**config.mk**
```make
export PLATFORM = sky130hd
export DESIGN_NAME = note_sequencer
export DESIGN_NICKNAME = d
export VERILOG_FILES = /design/src/rtl/note_sequencer.sv
export SDC_FILE = /design/constraint.sdc
export NUM_CORES = 1
export LEC_CHECK = 0
export ABC_AREA = 1
export ABC_CLOCK_PERIOD_IN_PS = 1800
export CAP_MARGIN = 5
export CORE_AREA = 4 4 73 75
export CTS_BUF_LIST = sky130_fd_sc_hd__clkbuf_8 sky130_fd_sc_hd__clkbuf_16
export CTS_CLUSTER_DIAMETER = 50
export DETAILED_ROUTE_END_ITERATION = 10
export DIE_AREA = 0 0 77 79
export PLACE_DENSITY = 0.56
export SKIP_CTS_REPAIR_TIMING = 1
export SLEW_MARGIN = 25
export SYNTH_ARGS = -nofsm -noshare
export SYNTH_HDL_FRONTEND = slang
export SYNTH_SLANG_ARGS = --single-unit
```
**constraint.sdc**
```tcl
create_clock -name clk -period 1.8 [get_ports clk]
set_clock_uncertainty 0.15 [all_clocks]
set_input_delay 0.27 -clock clk [delete_from_list [all_inputs] [get_ports clk]]
set_output_delay 0.27 -clock clk [all_outputs]
set_load 0.05 [all_outputs]
```
**src/rtl/note_sequencer.sv**
```systemverilog
// Steps through one song in the song ROM, presenting each note for its stored number of beats.
// A zero duration marks end of song; song_done pulses once and the index returns to 0.
module note_sequencer #(
   parameter int unsigned SONG_BITS      = 2,
   parameter int unsigned NOTE_ADDR_BITS = 5,
   parameter int unsigned NOTE_W         = 6,
   parameter int unsigned DUR_W          = 6
) (
   input  logic                                clk,
   input  logic                                reset,
   input  logic                                play,
   input  logic [SONG_BITS-1:0]                song,
   input  logic                                beat,
   output logic [SONG_BITS+NOTE_ADDR_BITS-1:0] rom_addr,
   input  logic [NOTE_W+DUR_W-1:0]             rom_data,
   output logic [NOTE_W-1:0]                   note,
   output logic [DUR_W-1:0]                    duration,
   output logic                                new_note,
   output logic                                song_done
);

   typedef enum logic [2:0] {
      StIdle,
      StFetch,
      StWaitRom,
      StPlaying,
      StAdvance,
      StDone
   } state_e;

   localparam logic [NOTE_ADDR_BITS-1:0] LastIndex = '1;

   state_e                    state_q, state_d;
   logic [NOTE_ADDR_BITS-1:0] index_q, index_d;
   logic [DUR_W-1:0]          count_q, count_d;
   logic [NOTE_W-1:0]         note_q, note_d;
   logic [DUR_W-1:0]          dur_q, dur_d;
   logic                      new_note_q, new_note_d;

   logic [NOTE_W-1:0] rom_note;
   logic [DUR_W-1:0]  rom_dur;
   logic              tick;

   assign rom_note = rom_data[NOTE_W+DUR_W-1:DUR_W];
   assign rom_dur  = rom_data[DUR_W-1:0];
   // Beats only count while playing and not paused; everywhere else they are dropped.
   assign tick     = play & beat;

   always_comb begin
      state_d    = state_q;
      index_d    = index_q;
      count_d    = count_q;
      note_d     = note_q;
      dur_d      = dur_q;
      new_note_d = 1'b0;
      unique case (state_q)
         StIdle: begin
            if (play) state_d = StFetch;
         end
         StFetch: begin
            if (play) state_d = StWaitRom;
         end
         StWaitRom: begin
            if (rom_dur == '0) begin
               state_d = StDone;
            end else begin
               note_d     = rom_note;
               dur_d      = rom_dur;
               count_d    = rom_dur;
               new_note_d = 1'b1;
               state_d    = StPlaying;
            end
         end
         StPlaying: begin
            // count_q is at least 1 here, so the decrement cannot underflow.
            if (tick) begin
               if (count_q == DUR_W'(1)) state_d = StAdvance;
               count_d = count_q - DUR_W'(1);
            end
         end
         StAdvance: begin
            if (index_q == LastIndex) begin
               state_d = StDone;
            end else begin
               index_d = index_q + NOTE_ADDR_BITS'(1);
               state_d = StFetch;
            end
         end
         StDone: begin
            index_d = '0;
            note_d  = '0;
            dur_d   = '0;
            state_d = StIdle;
         end
         default: state_d = StIdle;
      endcase
   end

   always_ff @(posedge clk) begin
      if (reset) begin
         state_q    <= StIdle;
         index_q    <= '0;
         count_q    <= '0;
         note_q     <= '0;
         dur_q      <= '0;
         new_note_q <= 1'b0;
      end else begin
         state_q    <= state_d;
         index_q    <= index_d;
         count_q    <= count_d;
         note_q     <= note_d;
         dur_q      <= dur_d;
         new_note_q <= new_note_d;
      end
   end

   assign rom_addr  = {song, index_q};
   assign note      = note_q;
   assign duration  = dur_q;
   assign new_note  = new_note_q;
   assign song_done = (state_q == StDone);

endmodule
```
==> impl_results.md, run 1 <==
- Status: completed
- CP Data Arrival Time: 1270 ps
- Clock Latency Late Sink: 270 ps
- Post-DP HPWL: 2700 µm
- Yosys warnings: 0
- Vias: 1341
- DR iter-0 viols: 112
- Post-Syn Instances: 200
- Peak supply drop: 290 µV
- Max cap viols: 0
- Die W: 77 µm
- Vias in the first global route: 1263
- Detailed-route DRC error count: 0
- Average routed wire per standard cell: 11.6 µm
- Area of the multi-input gates: 709 µm²
- CP required: 1380 ps
- PortBufs: 34
- Worst Tran Pin Value: 353 ps
- Die Ht: 79 µm
- PnR Total Power: 1.38 mW
- Initial antenna violation count: 0
- Cell taking the most area after synthesis: dfxtp_1
- Placed cell areas: 1770 µm²
- Routed vias/inst: 4.53
- Most common cell in the netlist: nand2_1
- Final Setup Violations: 0
- Library cells used by synthesis: 23
- RSZ-0062 raised after global routing: no
- Total GRT Usage: 11.6%
- Area Overhead vs Synth: 33.3%
- IO Count: 39
- Die area: 6080 µm²
- LEAKAGE: 0.803 nW
- Total grt overflow: 0
- Pwr Density: 756 nW/µm²
- Post-route design area: 1820 µm²
- CP Buf/Inv Count: 3
- Clk sinks: 27
- Antenna diode count: 0
- Starting Density: 29.3%
- Achievable Freq: 591 MHz
- Top FF cell, synth: dfxtp_1
- Clock transition at path regs: 100 ps
- Worst path cell trace: inv_1 > nand3_1 > inv_1 > buf_12
- Core area: 4660 µm²
- CP max FO: 6
- Pins Over Slew Limit: 0
- Post-Route WL: 3420 µm
- Slew margin rel.: 76.4%
- Post-synth top cells: 44 x nand2_1, 39 x nor2_1, 27 x dfxtp_1, 19 x o21ai_0
- Syn_area_per_cell: 6.83 µm²
- Yosys top cell area share: 39.6%
- Async SR Flop Fraction: 0%
- Crit path largest cell delay: 370 ps
- Post-Route Utilization: 39.1%
- CP endpoint kind: output port
- Min Tclk post-route: 1690 ps
- Top cells by area in the synthesized netlist: dfxtp_1 40%, nand2_1 12%, nor2_1 11%, o21ai_0 7.0%, nand3_1 6.2%
- Setup crit start kind: flop
- Layout cells sized above 1: 19.8%
- Final ANT Viol Nets: 0
- Final period util: 94.0%
- Register Area: 546 µm²
- CP top delay family: buffers and inverters
- First-pass GRT wire length: 5710 µm
- Crit-path slowest cell: dfxtp_1
- RePlAce Congestion: 0.820
- Root Buffer: clkbuf_8
- Nets: 265
- Crit path kind: flop to output port
- Syn Nets: 222
- DRT Pass-1 Iters: 4
- Crit path top cell by count: inv_1
- TritonCTS clock tree: built
- Number of fill cells: 500
- Cts bufs inserted: 3
- Final hold vios: 0
- Pin count of the biggest net entering global routing: 17
- Hold crit path type: flop to flop
- Synth Register Bits: 27
- Post-synth EDFFs: 0
- Largest buffer count on any clock path: 2
- Sequential-to-total area share from yosys stat: 39.6%
- Core Rows: 25
- H-Tree Depth: 1
- Post-Synthesis Cell Area: 1370 µm²
placed cells by master, fill, tap and decap left out, types with 3 or more instances in the layout:
cell             netlist  routed
nor3_1                 4       4
nand2_1               44      44
buf_4                  2      26
clkbuf_8               0       3
inv_1                 17      17
dfxtp_2                0       4
a21oi_1                9       9
o21ai_0               19      19
nand3_1               17      17
nor2_1                39      39
dfxtp_1               27      23
inv_2                  3       3
ha_1                   4       4
clkdlybuf4s50_1        0      15
metrics by stage:
step           instances  setup WS (ps)  TNS (ps)  hold WS [ps]
3_5_place_dp         292          -35.9      -118           309
4_1_cts              296          -40.3     -40.3           327
2_1_floorplan        200            154         0           231
3_3_place_gp         292          -31.6     -93.7           301
5_1_grt              296           20.2         0           361
6_report             296            107         0           324
area by class of cell:
type,count,area share [%]
multi-input combinational,147,38.9
sequential,27,29.9
timing repair buffer,42,20.1
inverter,22,4.67
tap,54,3.71
clock buffer,3,2.27
clock inverter,1,0.412
power breakdown:
part           switching, mW  leakage (nW)  internal [mW]
Sequential            0.0323         0.221          0.635
Combinational          0.218         0.560          0.131
Clock                  0.204        0.0217          0.157
worst register-to-register path, stage by stage (launching register included):
cell and delay (ps):
dfxtp_2 360, ha_1 200, nand2_1 80, nor2_1 50
ha_1 190, nor2_2 140, inv_2 80, nor2_1 90
nor2_1 40, nor3_1 140
sequential cells by signal (all words and copies together), names as in the netlist:
name / flops
count_q: 6
duration: 6
new_note: 1
state_q: 3
index_q: 5
note: 6
path summary, 6_finish.rpt:
check        startpoint    endpoint  slack [ps]  cells past startpoint
max          state_q[1]   song_done         110                      4
min             note[4]     note[4]         320                      2
max reg2reg  index_q[0]  index_q[3]         200                      9
min reg2reg     note[4]     note[4]         320                      2
cell families after synthesis:
family                     share of synthesized area, %
and+or+nand+nor                                    36.7
AOI/OAI and AO/OA                                  10.9
DFF                                                39.6
buffers and inverters                              8.52
adders and majority gates                          3.66
xor gates and xnor gates                          0.641
per-layer routing:
| layer | vias to the layer above | track usage [%] | part of all wire, % |
|---|---|---|---|
| li1 | 720 | - | - |
| met1 | 590 | 14.8 | 49 |
| met2 | 25 | 18.8 | 46 |
| met3 | 6 | 1.93 | 3.2 |
| met4 | 0 | 5.87 | 2.3 |
| met5 | - | 0 | 0 |
Power figures use the tool's default switching activity.
==> inputs of run 2 (changes only) <==
--- a/config.mk
+++ b/config.mk
@@ -9,7 +9,7 @@
 export ABC_CLOCK_PERIOD_IN_PS = 1800
 export CAP_MARGIN = 5
 export CORE_AREA = 4 4 73 75
-export CTS_BUF_LIST = sky130_fd_sc_hd__clkbuf_8 sky130_fd_sc_hd__clkbuf_16
+export CTS_BUF_LIST = sky130_fd_sc_hd__clkbuf_8
 export CTS_CLUSTER_DIAMETER = 50
 export DETAILED_ROUTE_END_ITERATION = 10
 export DIE_AREA = 0 0 77 79
==> results of run 2 <==
No change in the layout: final DEF, timing and power equal those of run 1.
